File: src/rtl/sdram_axi_rd_responder_pkg.sv
// Shared encodings for the SDRAM AXI read responder: FSM states, AXI response
// and burst codes, and the beat-count helper.
package sdram_axi_rd_responder_pkg;

    typedef enum logic [2:0] {
        ST_IDLE,
        ST_REQ,
        ST_WAIT,
        ST_STREAM,
        ST_ERR
    } state_t;

    localparam logic [1:0] RRESP_OKAY   = 2'b00;
    localparam logic [1:0] RRESP_SLVERR = 2'b10;
    localparam logic [1:0] BURST_INCR   = 2'b01;

    // ARLEN=255 gives 256 beats, so the count needs nine bits.
    function automatic logic [8:0] beats_of(input logic [7:0] arlen);
        return {1'b0, arlen} + 9'd1;
    endfunction

endpackage

File: src/rtl/sdram_axi_rd_responder_skid.sv
// Two-entry skid FIFO between the read-FIFO pop pipeline and the R channel;
// the head entry drives RDATA.
module sdram_axi_rd_skid #(
    parameter int DATA_W = 16
) (
    input  logic              clk,
    input  logic              rst_n,
    input  logic              push,
    input  logic [DATA_W-1:0] push_data,
    input  logic              pop,
    output logic [DATA_W-1:0] head_data,
    output logic [1:0]        count
);

    logic [DATA_W-1:0] mem_q [2];
    logic [DATA_W-1:0] mem_d [2];
    logic              wr_ptr_q, wr_ptr_d;
    logic              rd_ptr_q, rd_ptr_d;
    logic [1:0]        count_q, count_d;

    always_comb begin
        mem_d = mem_q;
        if (push) begin
            mem_d[wr_ptr_q] = push_data;
        end
        wr_ptr_d = wr_ptr_q ^ push;
        rd_ptr_d = rd_ptr_q ^ pop;
        count_d  = count_q + {1'b0, push} - {1'b0, pop};
    end

    always_ff @(posedge clk or negedge rst_n) begin
        if (!rst_n) begin
            mem_q    <= '{default: '0};
            wr_ptr_q <= 1'b0;
            rd_ptr_q <= 1'b0;
            count_q  <= 2'd0;
        end else begin
            mem_q    <= mem_d;
            wr_ptr_q <= wr_ptr_d;
            rd_ptr_q <= rd_ptr_d;
            count_q  <= count_d;
        end
    end

    assign head_data = mem_q[rd_ptr_q];
    assign count     = count_q;

endmodule

File: src/rtl/sdram_axi_rd_responder.sv
// AXI4 read responder: one AR request becomes one SDRAM read burst, which is
// streamed back on R from the read FIFO once the whole burst has landed.
module sdram_axi_rd_responder
    import sdram_axi_rd_responder_pkg::*;
#(
    parameter int C_S_AXI_ID_WIDTH   = 1,
    parameter int C_S_AXI_ADDR_WIDTH = 23,
    parameter int C_S_AXI_DATA_WIDTH = 16,
    parameter int MAX_BURST          = 16
) (
    input  logic                          S_AXI_ACLK,
    input  logic                          S_AXI_ARESETN,
    input  logic [C_S_AXI_ID_WIDTH-1:0]   S_AXI_ARID,
    input  logic [C_S_AXI_ADDR_WIDTH-1:0] S_AXI_ARADDR,
    input  logic [7:0]                    S_AXI_ARLEN,
    input  logic [2:0]                    S_AXI_ARSIZE,
    input  logic [1:0]                    S_AXI_ARBURST,
    input  logic                          S_AXI_ARVALID,
    output logic                          S_AXI_ARREADY,
    output logic [C_S_AXI_ID_WIDTH-1:0]   S_AXI_RID,
    output logic [C_S_AXI_DATA_WIDTH-1:0] S_AXI_RDATA,
    output logic [1:0]                    S_AXI_RRESP,
    output logic                          S_AXI_RLAST,
    output logic                          S_AXI_RVALID,
    input  logic                          S_AXI_RREADY,
    input  logic                          init_end,
    output logic                          sdram_rd_req,
    output logic [C_S_AXI_ADDR_WIDTH-1:0] sdram_rd_b_addr,
    output logic [C_S_AXI_ADDR_WIDTH-1:0] sdram_rd_e_addr,
    output logic [7:0]                    rd_burst_len,
    output logic                          rd_fifo_rd_req,
    input  logic [C_S_AXI_DATA_WIDTH-1:0] rd_fifo_rd_data,
    input  logic [9:0]                    rd_fifo_num,
    output logic                          busy
);

    localparam logic [2:0] AXSIZE = 3'($clog2(C_S_AXI_DATA_WIDTH / 8));

    state_t                        state_q, state_d;
    logic                          arready_q, arready_d;
    logic [C_S_AXI_ID_WIDTH-1:0]   rid_q, rid_d;
    logic [8:0]                    beats_q, beats_d;
    logic                          rd_req_q, rd_req_d;
    logic [C_S_AXI_ADDR_WIDTH-1:0] b_addr_q, b_addr_d;
    logic [C_S_AXI_ADDR_WIDTH-1:0] e_addr_q, e_addr_d;
    logic [7:0]                    len_q, len_d;
    logic [8:0]                    popped_q, popped_d;
    logic [8:0]                    sent_q, sent_d;
    logic                          inflight_q, inflight_d;

    logic [8:0]                    ar_beats;
    logic                          ar_bad;
    logic                          ar_hs;
    logic                          r_hs;
    logic                          last_beat;
    logic                          skid_pop;
    logic                          fifo_pop;
    logic [2:0]                    occupancy;
    logic [1:0]                    skid_count;
    logic [C_S_AXI_DATA_WIDTH-1:0] skid_head;

    sdram_axi_rd_skid #(
        .DATA_W (C_S_AXI_DATA_WIDTH)
    ) u_skid (
        .clk       (S_AXI_ACLK),
        .rst_n     (S_AXI_ARESETN),
        .push      (inflight_q),
        .push_data (rd_fifo_rd_data),
        .pop       (skid_pop),
        .head_data (skid_head),
        .count     (skid_count)
    );

    assign ar_beats  = beats_of(S_AXI_ARLEN);
    assign ar_bad    = (S_AXI_ARBURST != BURST_INCR) || (S_AXI_ARSIZE != AXSIZE)
                       || (ar_beats > 9'(MAX_BURST));
    assign ar_hs     = (state_q == ST_IDLE) && arready_q && S_AXI_ARVALID;
    assign r_hs      = S_AXI_RVALID && S_AXI_RREADY;
    assign last_beat = (sent_q == beats_q - 9'd1);
    assign skid_pop  = (state_q == ST_STREAM) && r_hs;

    // Words held plus the one in flight, less the one leaving this cycle;
    // popping only below two keeps the skid buffer from ever overflowing.
    assign occupancy = {1'b0, skid_count} + {2'b0, inflight_q} - {2'b0, skid_pop};
    assign fifo_pop  = (state_q == ST_STREAM) && (popped_q < beats_q) && (occupancy < 3'd2);

    always_comb begin
        state_d    = state_q;
        arready_d  = arready_q;
        rid_d      = rid_q;
        beats_d    = beats_q;
        rd_req_d   = 1'b0;
        b_addr_d   = b_addr_q;
        e_addr_d   = e_addr_q;
        len_d      = len_q;
        popped_d   = popped_q;
        sent_d     = sent_q;
        inflight_d = fifo_pop;
        unique case (state_q)
            ST_IDLE: begin
                arready_d = init_end;
                if (ar_hs) begin
                    arready_d = 1'b0;
                    rid_d     = S_AXI_ARID;
                    beats_d   = ar_beats;
                    popped_d  = 9'd0;
                    sent_d    = 9'd0;
                    if (ar_bad) begin
                        state_d = ST_ERR;
                    end else begin
                        state_d  = ST_REQ;
                        rd_req_d = 1'b1;
                        b_addr_d = S_AXI_ARADDR;
                        e_addr_d = S_AXI_ARADDR + C_S_AXI_ADDR_WIDTH'(ar_beats);
                        len_d    = ar_beats[7:0];
                    end
                end
            end
            ST_REQ: begin
                state_d = ST_WAIT;
            end
            ST_WAIT: begin
                if (rd_fifo_num >= {1'b0, beats_q}) begin
                    state_d = ST_STREAM;
                end
            end
            ST_STREAM, ST_ERR: begin
                if ((state_q == ST_STREAM) && fifo_pop) begin
                    popped_d = popped_q + 9'd1;
                end
                if (r_hs) begin
                    sent_d = sent_q + 9'd1;
                    if (last_beat) begin
                        state_d   = ST_IDLE;
                        arready_d = init_end;
                    end
                end
            end
            default: begin
                state_d = ST_IDLE;
            end
        endcase
    end

    always_ff @(posedge S_AXI_ACLK or negedge S_AXI_ARESETN) begin
        if (!S_AXI_ARESETN) begin
            state_q    <= ST_IDLE;
            arready_q  <= 1'b0;
            rid_q      <= '0;
            beats_q    <= 9'd0;
            rd_req_q   <= 1'b0;
            b_addr_q   <= '0;
            e_addr_q   <= '0;
            len_q      <= 8'd0;
            popped_q   <= 9'd0;
            sent_q     <= 9'd0;
            inflight_q <= 1'b0;
        end else begin
            state_q    <= state_d;
            arready_q  <= arready_d;
            rid_q      <= rid_d;
            beats_q    <= beats_d;
            rd_req_q   <= rd_req_d;
            b_addr_q   <= b_addr_d;
            e_addr_q   <= e_addr_d;
            len_q      <= len_d;
            popped_q   <= popped_d;
            sent_q     <= sent_d;
            inflight_q <= inflight_d;
        end
    end

    assign S_AXI_ARREADY   = arready_q;
    assign S_AXI_RID       = rid_q;
    assign S_AXI_RVALID    = (state_q == ST_ERR) || ((state_q == ST_STREAM) && (skid_count != 2'd0));
    assign S_AXI_RDATA     = (state_q == ST_STREAM) ? skid_head : '0;
    assign S_AXI_RRESP     = (state_q == ST_ERR) ? RRESP_SLVERR : RRESP_OKAY;
    assign S_AXI_RLAST     = S_AXI_RVALID && last_beat;
    assign sdram_rd_req    = rd_req_q;
    assign sdram_rd_b_addr = b_addr_q;
    assign sdram_rd_e_addr = e_addr_q;
    assign rd_burst_len    = len_q;
    assign rd_fifo_rd_req  = fifo_pop;
    assign busy            = (state_q != ST_IDLE);

endmodule

File: config.mk
export PLATFORM = sky130hd
export DESIGN_NAME = sdram_axi_rd_responder
export DESIGN_NICKNAME = d
export VERILOG_FILES = /design/src/rtl/sdram_axi_rd_responder_pkg.sv /design/src/rtl/sdram_axi_rd_responder_skid.sv /design/src/rtl/sdram_axi_rd_responder.sv
export SDC_FILE = /design/constraint.sdc
export NUM_CORES = 1
export LEC_CHECK = 0
export ABC_AREA = 1
export CAP_MARGIN = 30
export CORE_AREA = 2 2 130 107
export DETAILED_ROUTE_END_ITERATION = 16
export DIE_AREA = 0 0 132 109
export GPL_ROUTABILITY_DRIVEN = 0
export PLACE_DENSITY_LB_ADDON = 0.1
export SYNTH_ARGS = -nofsm -noshare
export SYNTH_HDL_FRONTEND = slang
export SYNTH_SLANG_ARGS = --single-unit
File: constraint.sdc
create_clock -name S_AXI_ACLK -period 7.02 [get_ports S_AXI_ACLK]
set_clock_uncertainty 0.05 [all_clocks]
set_input_delay 0.702 -clock S_AXI_ACLK [delete_from_list [all_inputs] [get_ports S_AXI_ACLK]]
set_output_delay 0.702 -clock S_AXI_ACLK [all_outputs]
set_load 0.02 [all_outputs]
==> results of run 1 <==
## cell type report
class	count	area (um2)	area share, %
Tap cell	180	225.2	2.421
Clock buffer	20	446.7	4.802
Inverter	125	471.7	5.071
Multi-Input combinational cell	662	3480	37.40
Clock inverter	11	120.1	1.291
Timing Repair Buffer	146	1456	15.66
Sequential cell	124	3103	33.36
## worst max path at each step
stage | start | slack (ns) | to | cells after the start
final | state_q[1]$_DFFE_PN0P_ | 2.60 | rd_fifo_rd_req | 13
after global routing | state_q[1]$_DFFE_PN0P_ | 2.37 | rd_fifo_rd_req | 13
after CTS | state_q[1]$_DFFE_PN0P_ | 2.57 | rd_fifo_rd_req | 13
after detailed placement | S_AXI_RREADY | 2.74 | rd_fifo_rd_req | 11
after global placement | S_AXI_RREADY | 2.83 | rd_fifo_rd_req | 11
after floorplan | state_q[1]$_DFFE_PN0P_ | 3.76 | rd_fifo_rd_req | 12
## cell families (layout without fill, tap and decap cells)
family,after synthesis,count (layout),share of synthesized area (%)
AND/OR/NAND/NOR,449,449,26.17
buffers and inverters,148,302,8.153
AO/OA/AOI/OAI,135,135,10.21
flip-flops,124,124,43.30
adder cells (fa/ha/maj),37,37,6.669
XOR/XNOR,24,24,2.933
multiplexers,16,16,2.514
other,1,1,0.05232
## layout by cell type (no fill, tap or decap), types with 2 or more instances in the layout
master | netlist | routed
inv_2 | 4 | 4
nand2_1 | 298 | 298
nor3_1 | 15 | 15
nor2_4 | 2 | 2
o21a_1 | 3 | 3
nand3_2 | 3 | 3
clkbuf_1 | 13 | 2
o21ai_1 | 27 | 27
a21oi_1 | 25 | 25
bufinv_16 | 0 | 2
xor2_1 | 14 | 14
a21o_1 | 3 | 3
clkbuf_16 | 0 | 17
o31ai_1 | 3 | 3
clkinv_2 | 0 | 4
clkdlybuf4s50_1 | 0 | 144
o21bai_1 | 2 | 2
nand2_2 | 4 | 4
fa_1 | 2 | 2
nor2_2 | 3 | 3
clkinvlp_4 | 0 | 3
a31oi_1 | 7 | 7
o211ai_1 | 4 | 4
nor2_1 | 58 | 58
xnor2_1 | 10 | 10
o21ai_0 | 58 | 58
nand4_1 | 14 | 14
nand3_1 | 44 | 44
nor4_1 | 3 | 3
inv_1 | 120 | 120
mux2_2 | 16 | 16
ha_1 | 35 | 35
buf_4 | 3 | 2
dfrtp_1 | 124 | 124
## power breakdown
part	switching (mW)	internal [mW]	total (mW)
sequential	0.0698	0.776	0.846
clock	0.317	0.528	0.846
combinational	0.427	0.254	0.681
## registers in the layout (all words and copies together), names as in the netlist, 2 cells and up
register	cells
popped_q	9
u_skid.mem_q	32
u_skid.count	2
beats_q	9
sent_q	9
sdram_rd_e_addr	23
rd_burst_len	8
state_q	3
sdram_rd_b_addr	23
## stage by stage
step	util [%]	hold WS, ns	area (um2)
floorplan	-	0.3564	7167
global placement	66.33	0.4152	8736
detailed placement	66.33	0.4143	8736
CTS	70.63	0.3864	9303
global route	70.63	0.4230	9303
finish	70.63	0.3565	9303
## routing by layer
metal	wire length, um	share of wire (%)
met5	0	0
met4	213	1.2
met3	1168	6.6
met2	8053	46
met1	8173	46
==> run metrics, run 1 <==
status=finished clean; DRT iter0 DRCs=~530; Synth cell types=41; CP required=around 6.3 ns; die height=~110 um; vias per cell=5.127; CP Cell Sequence=nor2_2 -> nand2_1 -> nand2_2 -> nand2_2 -> nor3_1 -> ha_1 -> inv_1 -> ha_1 -> fa_1 -> inv_1 -> nand2_1 -> nor2_1 -> clkdlybuf4s50_1; Slew Limit Fails=0; crit start category=flip-flop; Worst EP arrival=around 3.7 ns; grt ovf=0; worst slew pin tran=between 0.9 and 1 ns; Pre-Repair DR Iteration Count=5; # clock sinks=around 120; Final #Nets=1,181; number of synthesized register bits=about 120; Fill cells=~1,100; H-tree depth=4; setup bufs post-CTS=0; max-cap violation count=0; GRT met2 Usage=41.29%; Synth Instances=934; met1 Use GR=between 30% and 40%; CP top delay family=simple AND/OR/NAND/NOR gates; Leakage Power=4.691 nW; Die W=between 100 and 150 um; vias in the first global route=6,247; Synth Cell Area=roughly 7000 um2; Worst path slowest cell=clkdlybuf4s50_1; worst vdd ir=a little under 0.2 mV; worst path bufs/invs=3; RSZ-0062 raised after global routing=false; Routed Antenna Nets=0; CP max FO=6; Rel. slew slack=approximately 36%; register area share after synthesis=between 40% and 50%; first-pass GRT wire length=~30,000 um; WL per Instance=about 14 um; R2R depth=14; # port buffers=approximately 150; final setup TNS=0 ns; IO Count=about 150; ranking of synthesized cells by area=dfrtp_1 (43%), nand2_1 (16%), inv_1 (6.3%), ha_1 (6.1%), o21ai_0 (4.1%); Hold Fails Final Rpt=0; ys flop type=dfrtp_1; CTS Buf Count=17; Synth async-reset ratio=100.0%; top-count cell post-synth=nand2_1; fmax=roughly 230 MHz; endpoints failing setup=0; initial antenna violation count=0; grt peak-use layer=met2; DR vias=about 6,500; Synth area leader=dfrtp_1; flop-to-flop setup slack=roughly 3.7 ns; Tmin final=approximately 4.4 ns; Worst R2R End=popped_q[0]$_DFFE_PN0P_; critical path class=flip-flop to primary output; antenna cells=0; DP Wirelength=12,590 um; DRC viols=0; pwr dens=about 260 nW/um2; reg-to-reg startpoint=state_q[1]$_DFFE_PN0P_; Synth top area share=between 40% and 50%; clock transition at the registers of the reported paths=0.06 ns; core area=13,170 um2; worst setup margin=between 2 and 3 ns; Final Cycle Share=between 60% and 70%; Post-synth EDFFs=0; total track usage=a little over a quarter; Syn Nets=just over 1,000; PostCTS Resize Cnt=0; Syn. warnings=0; max incr delay on CP=~0.67 ns; maximum clock path buffer count=2; met3 Usage GRT=approximately 7.0%; share of cells above drive strength 1=~6.3%; CTS Root Buffer Type=clkbuf_16; largest net degree at the start of global routing=72; row cnt=38; pre-CTS setup slack=about 2.7 ns; hold_buf cts=0; Die Area=around 14,000 um2; Avg Cell Area, Syn=between 7 and 8 um2; worst-skew pair later-pin latency=slightly above 0.4 ns; Syn-to-layout area delta=29.80%; TritonCTS clock tree=yes; Post-synth top cells=nand2_1 (298), dfrtp_1 (124), inv_1 (120), nor2_1 (58), o21ai_0 (58); fin cells=roughly 1,300; wirelength, routed=around 18,000 um; Hold WC Path Type=input pin to asynchronous set/reset pin; Initial Util=54.42%; CP endpoint kind=primary output; placed cell count=1,237; Design Power=about 2.4 mW
No activity file was read; power rests on OpenSTA's default activity.
==> inputs of run 2 (changes only) <==
--- a/config.mk
+++ b/config.mk
@@ -7,9 +7,9 @@
 export LEC_CHECK = 0
 export ABC_AREA = 1
 export CAP_MARGIN = 30
-export CORE_AREA = 2 2 130 107
+export CORE_AREA = 2 2 135 111
 export DETAILED_ROUTE_END_ITERATION = 16
-export DIE_AREA = 0 0 132 109
+export DIE_AREA = 0 0 137 113
 export GPL_ROUTABILITY_DRIVEN = 0
 export PLACE_DENSITY_LB_ADDON = 0.1
 export SYNTH_ARGS = -nofsm -noshare
==> constraint.sdc (replaced) <==
create_clock -name S_AXI_ACLK -period 4.1 [get_ports S_AXI_ACLK]
set_clock_uncertainty 0.05 [all_clocks]
set_input_delay 0.41 -clock S_AXI_ACLK [delete_from_list [all_inputs] [get_ports S_AXI_ACLK]]
set_output_delay 0.41 -clock S_AXI_ACLK [all_outputs]
set_load 0.02 [all_outputs]
==> run 2 against run 1 <==
  * Sequential share of layout area shrank 0.43 points
  * Combinational power grew 72%
  * Critical path depth is the same
==> run metrics, run 2 (synthesis results as in run 1) <==
status=finished clean; RSZ-0062 raised after global routing=false; Post-Route Utilization=approximately two thirds; antenna cells=0; die height=roughly 110 um; CP Depth=13; endpoints failing setup=0; Pre-Repair DR Iteration Count=7; max incr delay on CP=roughly 0.46 ns; Worst EP arrival=about 3.4 ns; worst-skew pair later-pin latency=approximately 0.41 ns; Final Cycle Share=93.19%; # port buffers=145; Die W=approximately 140 um; max-cap violation count=0; fmax=between 200 and 300 MHz; largest net degree at the start of global routing=between 90 and 100; Rel. slew slack=around 36%; worst path bufs/invs=3; critical path class=flip-flop to primary output; core area=between 10,000 and 15,000 um2; Hold Fails Final Rpt=0; Syn-to-layout area delta=31.48%; Hold WC Path Type=input pin to asynchronous set/reset pin; share of cells above drive strength 1=6.336%; grt ovf=0; CP required=roughly 3.6 ns; initial antenna violation count=0; WL per Instance=around 14 um; Leakage Power=between 4 and 5 nW; Final #Nets=1,183; final setup TNS=0 ns; setup bufs post-CTS=0; # clock sinks=124; pre-CTS setup slack=approximately 0.38 ns; clock transition at the registers of the reported paths=approximately 0.050 ns; CP max FO=6; Initial Util=roughly 51%; pwr dens=453.8 nW/um2; CTS Root Buffer Type=clkbuf_16; CP endpoint kind=primary output; placed cell count=1,242; number of flip-flops in the largest register=32; CP top delay family=simple AND/OR/NAND/NOR gates; Routed Antenna Nets=0; worst setup margin=0.2793 ns; maximum clock path buffer count=2; TritonCTS clock tree=yes; first-pass GRT wire length=about 29,000 um; most flop-heavy register=u_skid.mem_q; crit start category=flip-flop; vias in the first global route=6,100; Slew Limit Fails=0; Worst path slowest cell=fa_1; most common cell after layout, fill and taps aside=nand2_1; DR vias=~6,400; worst slew pin tran=a little under 1 ns; worst vdd ir=0.3700 mV; wirelength, routed=17,690 um; DP Wirelength=12,800 um; DRC viols=0; CP Cell Sequence=nor2_2 -> nand2_1 -> nand2_2 -> nand2_2 -> nor3_2 -> ha_1 -> inv_1 -> ha_1 -> fa_1 -> inv_1 -> nand2_1 -> nor2_1 -> dlygate4sd2_1; R2R depth=14; Die Area=15,480 um2; CTS Buf Count=17; total track usage=23.78%; IO Count=between 100 and 150; most frequent cells in the layout=nand2_1 (298), clkdlybuf4s50_1 (143), dfrtp_1 (124), inv_1 (120); fin cells=about 1,300; row cnt=39; DRT iter0 DRCs=426; Tmin final=between 3 and 4 ns; H-tree depth=4; vias per cell=between 5 and 6
## run 2: changes by cell type in the layout (fill, tap and decap cells not counted), sizes merged, moves of 3 or more
cell,delta
clkinvlp,-3
clkbuf,+3
bufinv,+3
clkinv,-3
## run 2: layout make-up
cell class,instances,area [um2]
Clock buffer,23,488.0
Clock inverter,7,160.2
Fill cell,1226,4631
Inverter,125,471.7
Multi-Input combinational cell,662,3485
Sequential cell,124,3103
Tap cell,184,230.2
Timing Repair Buffer,148,1485
## run 2: through the flow
stage | cell area, um2 | hold WS (ns) | power, mW
final | 9423 | 0.4297 | 4.276
after global routing | 9423 | 0.4566 | 4.537
after CTS | 9418 | 0.4302 | 4.296
after detailed placement | 8761 | 0.3339 | 2.628
after global placement | 8761 | 0.3369 | 2.600
after floorplan | 7167 | 0.06441 | 2.228
## run 2: path summary, 6_finish.rpt
check	startpoint	end	slack, ns
max in group asynchronous	S_AXI_ARESETN	u_skid.mem_q[15]$_DFFE_PN0P_	2.75
min in group S_AXI_ACLK	rd_burst_len[1]$_DFFE_PN0P_	rd_burst_len[1]$_DFFE_PN0P_	0.43
setup reg to reg	state_q[1]$_DFFE_PN0P_	popped_q[8]$_DFFE_PN0P_	0.82
hold / removal	S_AXI_ARESETN	rd_burst_len[5]$_DFFE_PN0P_	0.43
setup / recovery	state_q[1]$_DFFE_PN0P_	rd_fifo_rd_req	0.28
hold reg to reg	rd_burst_len[1]$_DFFE_PN0P_	rd_burst_len[1]$_DFFE_PN0P_	0.43
## run 2: worst reg2reg max path: cells and delay by family, from the launching register on
| family | cells | cell delay, ns |
|---|---|---|
| AOI/OAI and AO/OA | 3 | 0.83 |
| adders and majority gates | 3 | 0.89 |
| buffers and inverters | 2 | 0.13 |
| DFF | 1 | 0.41 |
| and+or+nand+nor | 6 | 0.87 |
## run 2: timing repair
item,in CTS,in global routing
gates resized for setup,1,1
hold buffers,1,0
hold endpoints to repair,33,0
endpoints found under the setup margin,1,1
## run 2: report_power, final
group          leakage, nW  switching, mW  total, mW  internal (mW)
Combinational         2.84          0.730       1.17          0.440
Clock                0.319          0.519       1.65           1.13
Sequential            1.60          0.125       1.45           1.33
Total                 4.76           1.37       4.28           2.90
## run 2: metal layers
| layer | wire length, um | GRT usage [%] | vias to the layer above |
|---|---|---|---|
| li1 | - | - | 3285 |
| met1 | 8472 | 32.52 | 2969 |
| met2 | 8047 | 37.51 | 171 |
| met3 | 946 | 6.138 | 20 |
| met4 | 228 | 6.735 | 0 |
| met5 | 0 | 0 | - |
==> inputs of run 3 (changes only) <==
--- a/config.mk
+++ b/config.mk
@@ -11,6 +11,7 @@
 export DETAILED_ROUTE_END_ITERATION = 16
 export DIE_AREA = 0 0 137 113
 export GPL_ROUTABILITY_DRIVEN = 0
+export HOLD_SLACK_MARGIN = 0.03
 export PLACE_DENSITY_LB_ADDON = 0.1
 export SYNTH_ARGS = -nofsm -noshare
 export SYNTH_HDL_FRONTEND = slang
==> results of run 3 <==
Final layout, timing and power as in run 2 (identical DEF).
